===== config.mk =====
export PLATFORM = sky130hd
export DESIGN_NAME = frame_config_fsm
export DESIGN_NICKNAME = d
export VERILOG_FILES = /design/src/rtl/frame_config_fsm_pkg.sv /design/src/rtl/frame_cfg_checksum.sv /design/src/rtl/frame_config_fsm.sv
export SDC_FILE = /design/constraint.sdc
export NUM_CORES = 1
export LEC_CHECK = 0
export CAP_MARGIN = 20
export CORE_UTILIZATION = 40
export CTS_CLUSTER_DIAMETER = 150
export DETAILED_ROUTE_END_ITERATION = 7
export HOLD_SLACK_MARGIN = 0.06
export PLACE_DENSITY = 0.73
export SETUP_SLACK_MARGIN = 0.15
export SLEW_MARGIN = 5
export SYNTH_ARGS = -nofsm -noshare
export SYNTH_HDL_FRONTEND = slang
export SYNTH_SLANG_ARGS = --single-unit

===== constraint.sdc =====
create_clock -name UserCLK -period 4.07 [get_ports UserCLK]
set_input_delay 1.221 -clock UserCLK [delete_from_list [all_inputs] [get_ports UserCLK]]
set_output_delay 1.221 -clock UserCLK [all_outputs]
set_load 0.02 [all_outputs]

===== src/rtl/frame_config_fsm_pkg.sv =====
// Shared definitions for the frame configuration FSM: state encoding,
// default sync word and the bit positions of the address word fields.
// Optional feature macro: FRAME_CFG_CHECKSUM_EN adds the CHECK state.
package frame_config_fsm_pkg;

   localparam logic [31:0] SYNC_WORD_DEFAULT = 32'hFAB0_FAB1;

   // Address word layout: bit 31 marks desync, [23:16] column, [4:0] index.
   localparam int DESYNC_BIT = 31;
   localparam int COL_MSB    = 23;
   localparam int COL_LSB    = 16;
   localparam int IDX_MSB    = 4;
   localparam int IDX_LSB    = 0;
   localparam int COL_W      = 8;
   localparam int IDX_W      = 5;

   typedef enum logic [1:0] {
      ST_IDLE  = 2'd0,
      ST_ADDR  = 2'd1,
`ifdef FRAME_CFG_CHECKSUM_EN
      ST_DATA  = 2'd2,
      ST_CHECK = 2'd3
`else
      ST_DATA  = 2'd2
`endif
   } cfg_state_e;

endpackage


===== src/rtl/frame_cfg_checksum.sv =====
// Running XOR accumulator over configuration words. A clear restarts the
// sum at zero; clear has priority over enable.
module frame_cfg_checksum (
   input  logic        clk,
   input  logic        resetn,
   input  logic        clr,
   input  logic        en,
   input  logic [31:0] din,
   output logic [31:0] sum
);

   logic [31:0] sum_q;
   logic [31:0] sum_d;

   // Next accumulator value: clear, fold in a word, or hold.
   always_comb begin
      sum_d = sum_q;
      if (clr) begin
         sum_d = 32'd0;
      end else if (en) begin
         sum_d = sum_q ^ din;
      end else begin
         sum_d = sum_q;
      end
   end

   // Accumulator register with asynchronous clear.
   always_ff @(posedge clk or negedge resetn) begin
      if (!resetn) begin
         sum_q <= 32'd0;
      end else begin
         sum_q <= sum_d;
      end
   end

   assign sum = sum_q;

endmodule


===== src/rtl/frame_config_fsm.sv =====
// Frame configuration FSM: opens a session on the sync word, then takes
// address/data word pairs and emits one registered frame per pair. A word
// with bit 31 set closes the session and re-enables fabric outputs.
// Optional feature macro: FRAME_CFG_CHECKSUM_EN -- the word after desync must
// equal the XOR of all address/data words of the session.
module frame_config_fsm
   import frame_config_fsm_pkg::*;
#(
   parameter int          FrameBitsPerRow = 32,
   parameter int          MaxFramesPerCol = 20,
   parameter logic [31:0] SyncWord        = SYNC_WORD_DEFAULT
) (
   input  logic                       UserCLK,
   input  logic                       resetn,
   input  logic [31:0]                WriteData,
   input  logic                       WriteStrobe,
   output logic [FrameBitsPerRow-1:0] FrameData,
   output logic [COL_W-1:0]           FrameCol,
   output logic [IDX_W-1:0]           FrameIdx,
   output logic                       FrameStrobe,
   output logic                       ConfigActive,
   output logic                       OutputEnable,
   output logic                       ConfigError
);

   // Indices at or above this bound address no real frame.
   localparam logic [IDX_W:0] MAX_IDX = (IDX_W+1)'(MaxFramesPerCol);

   cfg_state_e                 state_q, state_d;
   logic [COL_W-1:0]           col_q, col_d;
   logic [IDX_W-1:0]           idx_q, idx_d;
   logic [FrameBitsPerRow-1:0] frame_data_q, frame_data_d;
   logic [COL_W-1:0]           frame_col_q, frame_col_d;
   logic [IDX_W-1:0]           frame_idx_q, frame_idx_d;
   logic                       frame_strobe_q, frame_strobe_d;
   logic                       active_q, active_d;
   logic                       oe_q, oe_d;
   logic                       err_q, err_d;

`ifdef FRAME_CFG_CHECKSUM_EN
   logic        cks_clr_s;
   logic        cks_en_s;
   logic [31:0] cks_sum_s;

   frame_cfg_checksum u_checksum (
      .clk    (UserCLK),
      .resetn (resetn),
      .clr    (cks_clr_s),
      .en     (cks_en_s),
      .din    (WriteData),
      .sum    (cks_sum_s)
   );
`endif

   // Next-state and output decode; every register holds unless a strobed word acts on it.
   always_comb begin
      state_d        = state_q;
      col_d          = col_q;
      idx_d          = idx_q;
      frame_data_d   = frame_data_q;
      frame_col_d    = frame_col_q;
      frame_idx_d    = frame_idx_q;
      frame_strobe_d = 1'b0;
      active_d       = active_q;
      oe_d           = oe_q;
      err_d          = err_q;
`ifdef FRAME_CFG_CHECKSUM_EN
      cks_clr_s      = 1'b0;
      cks_en_s       = 1'b0;
`endif
      if (WriteStrobe) begin
         case (state_q)
            ST_IDLE: begin
               if (WriteData == SyncWord) begin
                  state_d  = ST_ADDR;
                  active_d = 1'b1;
                  oe_d     = 1'b0;
                  err_d    = 1'b0;
`ifdef FRAME_CFG_CHECKSUM_EN
                  cks_clr_s = 1'b1;
`endif
               end else begin
                  state_d = ST_IDLE;
               end
            end
            ST_ADDR: begin
               if (WriteData[DESYNC_BIT]) begin
`ifdef FRAME_CFG_CHECKSUM_EN
                  state_d = ST_CHECK;
`else
                  // Error is sticky for the session, so outputs stay off.
                  state_d  = ST_IDLE;
                  active_d = 1'b0;
                  oe_d     = ~err_q;
`endif
               end else begin
                  col_d   = WriteData[COL_MSB:COL_LSB];
                  idx_d   = WriteData[IDX_MSB:IDX_LSB];
                  state_d = ST_DATA;
`ifdef FRAME_CFG_CHECKSUM_EN
                  cks_en_s = 1'b1;
`endif
               end
            end
            ST_DATA: begin
               state_d = ST_ADDR;
`ifdef FRAME_CFG_CHECKSUM_EN
               cks_en_s = 1'b1;
`endif
               if ({1'b0, idx_q} >= MAX_IDX) begin
                  err_d = 1'b1;
               end else begin
                  frame_data_d   = WriteData[FrameBitsPerRow-1:0];
                  frame_col_d    = col_q;
                  frame_idx_d    = idx_q;
                  frame_strobe_d = 1'b1;
               end
            end
`ifdef FRAME_CFG_CHECKSUM_EN
            ST_CHECK: begin
               state_d  = ST_IDLE;
               active_d = 1'b0;
               if (WriteData == cks_sum_s) begin
                  oe_d = ~err_q;
               end else begin
                  err_d = 1'b1;
                  oe_d  = 1'b0;
               end
            end
`endif
            default: begin
               state_d  = ST_IDLE;
               active_d = 1'b0;
               oe_d     = 1'b0;
            end
         endcase
      end else begin
         state_d = state_q;
      end
   end

   // State and output registers; reset drops everything to a quiet, disabled fabric.
   always_ff @(posedge UserCLK or negedge resetn) begin
      if (!resetn) begin
         state_q        <= ST_IDLE;
         col_q          <= '0;
         idx_q          <= '0;
         frame_data_q   <= '0;
         frame_col_q    <= '0;
         frame_idx_q    <= '0;
         frame_strobe_q <= 1'b0;
         active_q       <= 1'b0;
         oe_q           <= 1'b0;
         err_q          <= 1'b0;
      end else begin
         state_q        <= state_d;
         col_q          <= col_d;
         idx_q          <= idx_d;
         frame_data_q   <= frame_data_d;
         frame_col_q    <= frame_col_d;
         frame_idx_q    <= frame_idx_d;
         frame_strobe_q <= frame_strobe_d;
         active_q       <= active_d;
         oe_q           <= oe_d;
         err_q          <= err_d;
      end
   end

   assign FrameData    = frame_data_q;
   assign FrameCol     = frame_col_q;
   assign FrameIdx     = frame_idx_q;
   assign FrameStrobe  = frame_strobe_q;
   assign ConfigActive = active_q;
   assign OutputEnable = oe_q;
   assign ConfigError  = err_q;

endmodule


=== Yosys cells after proc, flatten, opt, wreduce, memory -nomap -nowiden ===
Cells that the tools add are included.

* Order comparisons: 1
* Equality and inequality tests: 6
* Multiplexer cells: 14
* Bitwise gates (word level): 4
* Reductions and logical operators: 6

{| class="wikitable"
|+ Operators with widths
! cell !! number
|-
| $eq A32 B32 Y1 const B || 1
|-
| $mux W1 || 9
|-
| $reduce_and A4 Y1 || 2
|-
| $ne A2 B2 Y1 const B || 3
|-
| $pmux W1 S3 || 2
|-
| $pmux W2 S3 || 1
|-
| $reduce_and A3 Y1 || 2
|-
| $ge A5 B5 Y1 const B || 1
|-
| $not A1 Y1 || 4
|-
| $eq A2 B1 Y1 const B || 1
|-
| $eq A2 B2 Y1 const B || 1
|-
| $logic_not A2 Y1 || 1
|-
| $mux W2 || 1
|-
| $pmux W1 S2 || 1
|-
| $reduce_bool A2 Y1 || 1
|}

* Flip-flop bits (word level): 64
* Bits of input ports: 35
* Output and inout port bits: 49
* Word-level logic and storage cells: 41

=== Logic depth before layout (Yosys ltp) ===
Gate-level depths: netlist of the first run.

* Depth after elaboration: 4
* Mapped depth: 5
* Mapped depth without buffers: 4

=== Worst setup path after synthesis of the first run ===
OpenSTA, ideal clock, no wires.

* Path type: in2reg
* Start: in WriteData[8]
* End: reg err_q, in the netlist ConfigError
* Library setup time: 0.133 ns
* Arrival time: 2.195 ns
* Setup slack: 1.742 ns
* Stages: 3
* Path buffers: 0
* Cells stage by stage: or4bb_1 nor4_4 o21ai_0

* Word-level cells in the longest chain between the ends: 3

{| class="wikitable"
|+ Ends and longest elaborated chain
! what !! RTL line !! RTL
|-
| start: declaration || frame_config_fsm.sv:15 || <nowiki>input logic [31:0] WriteData,</nowiki>
|-
| $eq A32 B32 Y1 || frame_config_fsm.sv:74 || <nowiki>if (WriteData == SyncWord) begin</nowiki>
|-
| $ne A2 B2 Y1 (no line) || - ||
|-
| $reduce_and A4 Y1 (no line) || - ||
|-
| end signal: assignment || frame_config_fsm.sv:165 || <nowiki>err_q <= err_d;</nowiki>
|-
| end: declaration || frame_config_fsm.sv:38 || <nowiki>logic err_q, err_d;</nowiki>
|}

Every way passes these cells.
A chain may end at the register's enable or synchronous reset.

=== Worst setup path in the final report of the first run ===
* Start: in WriteStrobe
* End: reg frame_idx_q[0], in the netlist FrameIdx[0]

* Word-level cells in the longest chain between the ends: 1

{| class="wikitable"
|+ Ends and longest elaborated chain
! what !! RTL line !! RTL
|-
| start: declaration || frame_config_fsm.sv:16 || <nowiki>input logic WriteStrobe,</nowiki>
|-
| $reduce_and A3 Y1 (no line) || - ||
|-
| end signal: assignment || frame_config_fsm.sv:161 || <nowiki>frame_idx_q <= frame_idx_d;</nowiki>
|-
| end: declaration || frame_config_fsm.sv:34 || <nowiki>logic [IDX_W-1:0] frame_idx_q, frame_idx_d;</nowiki>
|}

Every way passes these cells.

==> flow_summary_export.csv, run 1 <==
group,metric,value,unit
drt,drtIter0Drc,45,
setup_path,critPathKind,"input port to flip-flop",
synth,synthDistinctLibCells,26,
layout,final_area,0.003622,mm²
synth,yosysSeqAreaShare,0.6208,
power_and_ir_drop,p_switching,234.7,µW
power_and_ir_drop,p_leak,0.001737,µW
global_routing,grtUsageTotal,0.1675,
sta,finalCritPeriodShare,0.7042,
global_routing,overflow,0,
worst_hold_path,min_from,"col_q[4]",
power_and_ir_drop,power.internal,877.9,µW
setup_path,crit_fanout,37,
sta,hold_viol,0,
clock_network,clk_latency,0.32,ns
sta,setup_viol,0,
synth,synthArstFlopShare,1.000,
clock_network,clockRootBuffer,"clkbuf_8",
drt,detail-route-antenna-nets,0,
placement,numPortBuffers,83,
sta,slew_violations,0,
clock_network,clk_pin_slew,0.06,ns
setup_path,cp_data_required_time,4.27,ns
floorplan,dieArea,0.006775,mm²
setup_path,arrival,3.07,ns
global_routing,antenna_found_initial,0,
setup_path,end_kind,"flip-flop",
layout,fin_nets,291,
power_and_ir_drop,comb_power_share,0.053,
clock_network,cts_tree,"built",
global_routing,first_global_vias,1703,
power_and_ir_drop,pwr-share-clk,0.375,
layout,final_cells,333,
synth,syn_area,0.002580,mm²
sta,rsz0062_at_grt,"false",
synth,synth.ff_latch_count,64,
synth,synthXorXnorAreaFrac,0,
status,outcome,"finished clean",
synth,synth_compound_area_frac,0.02958,
layout,antenna_cells,0,
setup_path,r2r-start,"idx_q[3]",
synth,syn_inst,166,
clock_network,cts_setup_buffers,0,
floorplan,ios,84,
floorplan,initial_utilization,0.4257,
global_routing,grt_start_max_net_pins,65,
sta,slew-limit-headroom,0.4748,
clock_network,clock_sinks,64,
synth,dominantRegCellSynth,"dfrtp_1",
setup_path,crit_slowest_cell,"buf_4",
sta,fin_tns_setup,0,ns
setup_path,start_kind,"input port",
floorplan,die_x,82.31,µm
drt,remaining_drc_errors,0,
synth,yosysWarnings,0,
global_routing,grt_pass1_wl,8176,µm
floorplan,core,0.006061,mm²
clock_network,cts_buffers,9,
drt,vias,1648,
clock_network,cts-hold-fix-buffers,0,
setup_path,cp-startpoint,"WriteStrobe",
drt,viasPerCell,4.949,
synth,syn_nets,201,
clock_network,cts-resized-gates,0,
placement,gp_congestion,0.7383,
power_and_ir_drop,p_seq_frac,0.572,
placement,dp_cells,320,
worst_hold_path,hold_depth,1,
sta,max_freq,348.9,MHz
flow_run,cap_viol_max_count,0,
power_and_ir_drop,swShare,0.2109,
setup_path,worstPathCellList,"clkdlybuf4s50_1 -> nand4b_1 -> buf_4 -> mux2_2",
synth,syn_area_per_cell,15.54,µm²
synth,synth_top_family_by_area,"multiplexers",
synth,synthMuxAreaShare,0.2570,
layout,synthToLayoutAreaGrowth,40.40,%
worst_hold_path,hold_class,"flip-flop to flip-flop",
synth,synthSimpleGateAreaFrac,0.07226,
drt,wire_per_inst,15.17,µm
floorplan,num_rows,28,
placement,detailed_place_hpwl,3469,µm
drt,drt_pass1_iterations,2,
floorplan,fp.dieH,82.31,µm
synth,synth-edff-count,0,
drt,drt-total-wl,5051,µm
sta,post-route-min-period,2.866,ns
sta,tightest_slew,0.7878,ns
placement,dpl_cell_area,0.003481,mm²
clock_network,cts.path.max_buffers,2,
setup_path,r2r_cells,4,
power_and_ir_drop,power_density,307.1,mW/mm²
synth,synthAdderAreaFrac,0,
clock_network,htreeDepth,3,
sta,fin_skew,0.01005,ns
setup_path,cpPeakStageDelay,0.52,ns
layout,drive_gt1_frac,0.2946,
power_and_ir_drop,peakVddDrop,0.1914,mV
## worst max-delay path, delay by kind of cell
kind / cells / cell delay, ns
and+or+nand+nor: 1 / 0.42
muxes: 1 / 0.39
buffers and inverters: 2 / 1.02
## cells by family (layout without fill, tap and decap cells)
logic type | Yosys count | count (layout)
flops | 64 | 64
mux | 59 | 59
simple gates | 22 | 22
compound gates | 11 | 11
buf+inv | 10 | 102
## metal layers
metal,GRT usage,vias up,part of all wire
li1,-,783,-
met1,0.2182,808,0.45
met2,0.2471,48,0.45
met3,0.05824,9,0.080
met4,0.08421,0,0.015
met5,0,-,0
## power groups by stage
stage	logic [µW]	registers, µW	clock network, µW
after CTS	60.5	636	435
after detailed placement	60.2	648	0
final	59.1	636	417
after global placement	60.6	648	0
after global routing	65.3	636	460
after floorplan	6.27	648	0
## sequential cells by signal, summed over array words and instances, names as in the netlist, 2 cells and up
register,cells
FrameIdx,5
FrameCol,8
idx_q,5
state_q,2
col_q,8
FrameData,32
## synth_stat cells, drive strengths merged, types with 2 or more instances
cell     n  area share
a21oi    4      0.0078
nand2    2      0.0029
nand2b   3      0.0073
nor4b    2       0.013
o21ai    2      0.0039
nand4    3      0.0073
inv      3      0.0044
nor2     2      0.0029
nor4bb   3       0.012
nand4b   2      0.0068
dfrtp   64        0.62
mux2    58        0.25
buf      7       0.016
## layout make-up
| class | count | area (µm²) |
|---|---|---|
| clock buffers | 11 | 131.4 |
| well taps | 75 | 93.84 |
| multi-input cells | 92 | 925.9 |
| clock inverters | 2 | 10.01 |
| repair buffers | 86 | 848.3 |
| flip-flops and latches | 64 | 1602 |
| fillers | 514 | 2439 |
| inverters | 3 | 11.26 |
## cell usage in the layout, fill, tap and decap left out
| master | count |
|---|---|
| nor4bb_1 | 3 |
| nor2_1 | 2 |
| nand2b_1 | 3 |
| nand4_1 | 3 |
| a21oi_1 | 4 |
| a2bb2oi_2 | 1 |
| nand4b_1 | 2 |
| inv_1 | 3 |
| clkdlybuf4s50_1 | 82 |
| nor4_4 | 1 |
| nor4b_4 | 1 |
| mux2_2 | 58 |
| mux2i_1 | 1 |
| nor4b_1 | 1 |
| clkinv_2 | 2 |
| and4_1 | 1 |
| clkbuf_1 | 2 |
| a21o_1 | 1 |
| buf_4 | 3 |
| dfrtp_1 | 64 |
| o211ai_1 | 1 |
| nor3_1 | 1 |
| or2b_1 | 1 |
| buf_2 | 1 |
| nand2_1 | 2 |
| or4bb_1 | 1 |
| a21boi_0 | 1 |
| o21ai_0 | 2 |
| clkbuf_8 | 9 |
| a22o_1 | 1 |
## through the flow
| stage | setup WS, ns | utilization | hold WS (ns) | power, µW |
|---|---|---|---|---|
| floorplan | 1.742 | - | 0.4766 | 654.4 |
| global placement | 0.8673 | 0.5743 | 0.4840 | 708.5 |
| detailed placement | 0.8486 | 0.5743 | 0.4925 | 708.1 |
| CTS | 1.199 | 0.5976 | 0.5024 | 1131 |
| global route | 1.050 | 0.5976 | 0.5171 | 1161 |
| finish | 1.204 | 0.5976 | 0.4978 | 1113 |
## path summary, 6_finish.rpt
check                           endpoint  slack (ns)
max                          FrameIdx[0]        1.20
min reg2reg                  FrameCol[4]        0.50
max in group asynchronous    FrameIdx[0]        2.48
min                          FrameCol[4]        0.50
min in group asynchronous  FrameData[28]        1.06
max reg2reg                  FrameIdx[0]        2.01
Note: power is estimated with default switching activity, not from simulation.
==> run 2: changes to the inputs <==
- PLACE_DENSITY: 0.73 -> 0.76
- clock period: 4.07 -> 2.5 ns (I/O delays scaled with it)
==> run 2 against run 1 <==
  * Critical endpoint is now ConfigError
  * Sequential share of layout area decreased by 1.6 points
  * Flip-flop and latch count unchanged
  * Power increased by 81%
  * Clock skew decreased by 0.0058 ns
  * Non-clock buffer count increased by 7
  * Largest power group unchanged
  * Register-to-register slack got worse by 1.1 ns
  * Routed wire length increased by 7.6%
  * Combinational power increased by 79%
  * First-iteration DRC count decreased by 8.9%
  * Setup slack got worse by 0.87 ns
  * Final cell count increased by 3.0%
  * Clock-buffer cell count unchanged
  * Largest cell class unchanged
==> flow_summary_export.csv, run 2 (synthesis gave the netlist of run 1 again) <==
group,metric,value,unit
sta,max_freq,462.0,MHz
floorplan,die_x,82.31,µm
drt,vias,1724,
sta,finalCritPeriodShare,0.8657,
sta,hold_viol,0,
clock_network,cts-resized-gates,0,
global_routing,busiest_layer,"met2",
drt,viasPerCell,5.026,
sta,rsz0062_at_grt,"false",
setup_path,start_kind,"input port",
clock_network,cts_buffers,9,
power_and_ir_drop,power_density,536.1,mW/mm²
layout,antenna_cells,0,
worst_hold_path,hold_class,"input port to async pin",
drt,remaining_drc_errors,0,
setup_path,r2r_cells,4,
placement,numPortBuffers,83,
layout,fin_util,0.6197,
sta,post-route-min-period,2.164,ns
floorplan,ios,84,
setup_path,reg2reg_slack,0.95,ns
setup_path,cp-startpoint,"WriteData[16]",
flow_run,cap_viol_max_count,0,
sta,worst_slack,0.3357,ns
layout,mostFrequentLayoutCells,"82 x clkdlybuf4s50_1, 64 x dfrtp_1, 58 x mux2_2",
global_routing,grtUsageTotal,0.1779,
global_routing,grt_start_max_net_pins,38,
clock_network,cts.path.max_buffers,2,
sta,slew_violations,0,
clock_network,clock_sinks,64,
clock_network,clk_latency,0.33,ns
floorplan,initial_utilization,0.4257,
setup_path,r2r_end,"FrameData[16]",
sta,fin_skew,0.004242,ns
setup_path,r2r-start,"idx_q[3]",
layout,largest_reg_flops,32,
placement,gp_congestion,0.8210,
floorplan,num_rows,28,
drt,drt_pass1_iterations,4,
clock_network,cts-hold-fix-buffers,0,
clock_network,cts_tree,"built",
setup_path,arrival,2.37,ns
global_routing,gr-usage-met3,0.08791,
global_routing,use_met1,0.2136,
drt,drtIter0Drc,41,
setup_path,critPathKind,"input port to flip-flop",
global_routing,grt_use_met2,0.2810,
sta,setup_viol,0,
drt,detail-route-antenna-nets,0,
clock_network,htreeDepth,3,
global_routing,first_global_vias,1773,
setup_path,cp_data_required_time,2.70,ns
global_routing,grt_pass1_wl,8576,µm
placement,pre_cts_slack,0.01478,ns
power_and_ir_drop,peakVddDrop,0.5026,mV
setup_path,end_kind,"flip-flop",
floorplan,fp.dieH,82.31,µm
floorplan,core,0.006061,mm²
layout,final_common_cell,"clkdlybuf4s50_1",
layout,synthToLayoutAreaGrowth,45.59,%
layout,fin_nets,298,
clock_network,cts_setup_buffers,0,
layout,drive_gt1_frac,0.3246,
sta,slew-limit-headroom,0.6404,
drt,wire_per_inst,15.85,µm
layout,nFillCells,477,
power_and_ir_drop,p_leak,0.001806,µW
global_routing,overflow,0,
placement,detailed_place_hpwl,3972,µm
drt,drt-total-wl,5436,µm
clock_network,clk_pin_slew,0.07,ns
status,outcome,"finished clean",
power_and_ir_drop,finalPower,2014,µW
global_routing,antenna_found_initial,0,
setup_path,crit_fanout,4,
sta,tightest_slew,0.5394,ns
floorplan,dieArea,0.006775,mm²
sta,fin_tns_setup,0,ns
clock_network,clockRootBuffer,"clkbuf_8",
[run 2: area by class of cell]
class,instances,area (µm²),area share
Tap cell,75,93.84,0.02498
Timing Repair Buffer,93,925.9,0.2465
Clock buffer,11,141.4,0.03764
Inverter,3,11.26,0.002998
Multi-Input combinational cell,92,925.9,0.2465
Clock inverter,5,56.30,0.01499
Sequential cell,64,1602,0.4264
[run 2: how the worst max path moves through the flow]
stage | end | cells past startpoint
finish | ConfigError | 5
global placement | OutputEnable | 5
detailed placement | ConfigError | 5
global route | ConfigError | 5
CTS | ConfigError | 5
floorplan | ConfigError | 3
[run 2: worst max-delay path: stages]
cell and delay [ns]:
clkdlybuf4s50_1 0.44, nor4b_1 0.43, nand4_1 0.22, nor4_4 0.40
o21ai_0 0.12
[run 2: power by group]
part           switching, µW  internal, µW  total, µW
Clock                    387           486        873
Combinational           45.6          60.2        106
Sequential        0.00000138          1040       1040
[run 2: per-stage QoR]
stage | cell area, µm² | hold WS [ns] | std cells
after floorplan | 2580 | 0.4544 | 166
after detailed placement | 3558 | 0.4895 | 327
final | 3756 | 0.3930 | 343
after global placement | 3558 | 0.4865 | 327
after CTS | 3756 | 0.3987 | 343
after global routing | 3756 | 0.4089 | 343
[run 2: layer usage]
| metal | part of all wire | vias to the layer above |
|---|---|---|
| li1 | - | 797 |
| met5 | 0 | - |
| met4 | 0.0074 | 0 |
| met2 | 0.47 | 56 |
| met1 | 0.44 | 866 |
| met3 | 0.084 | 5 |
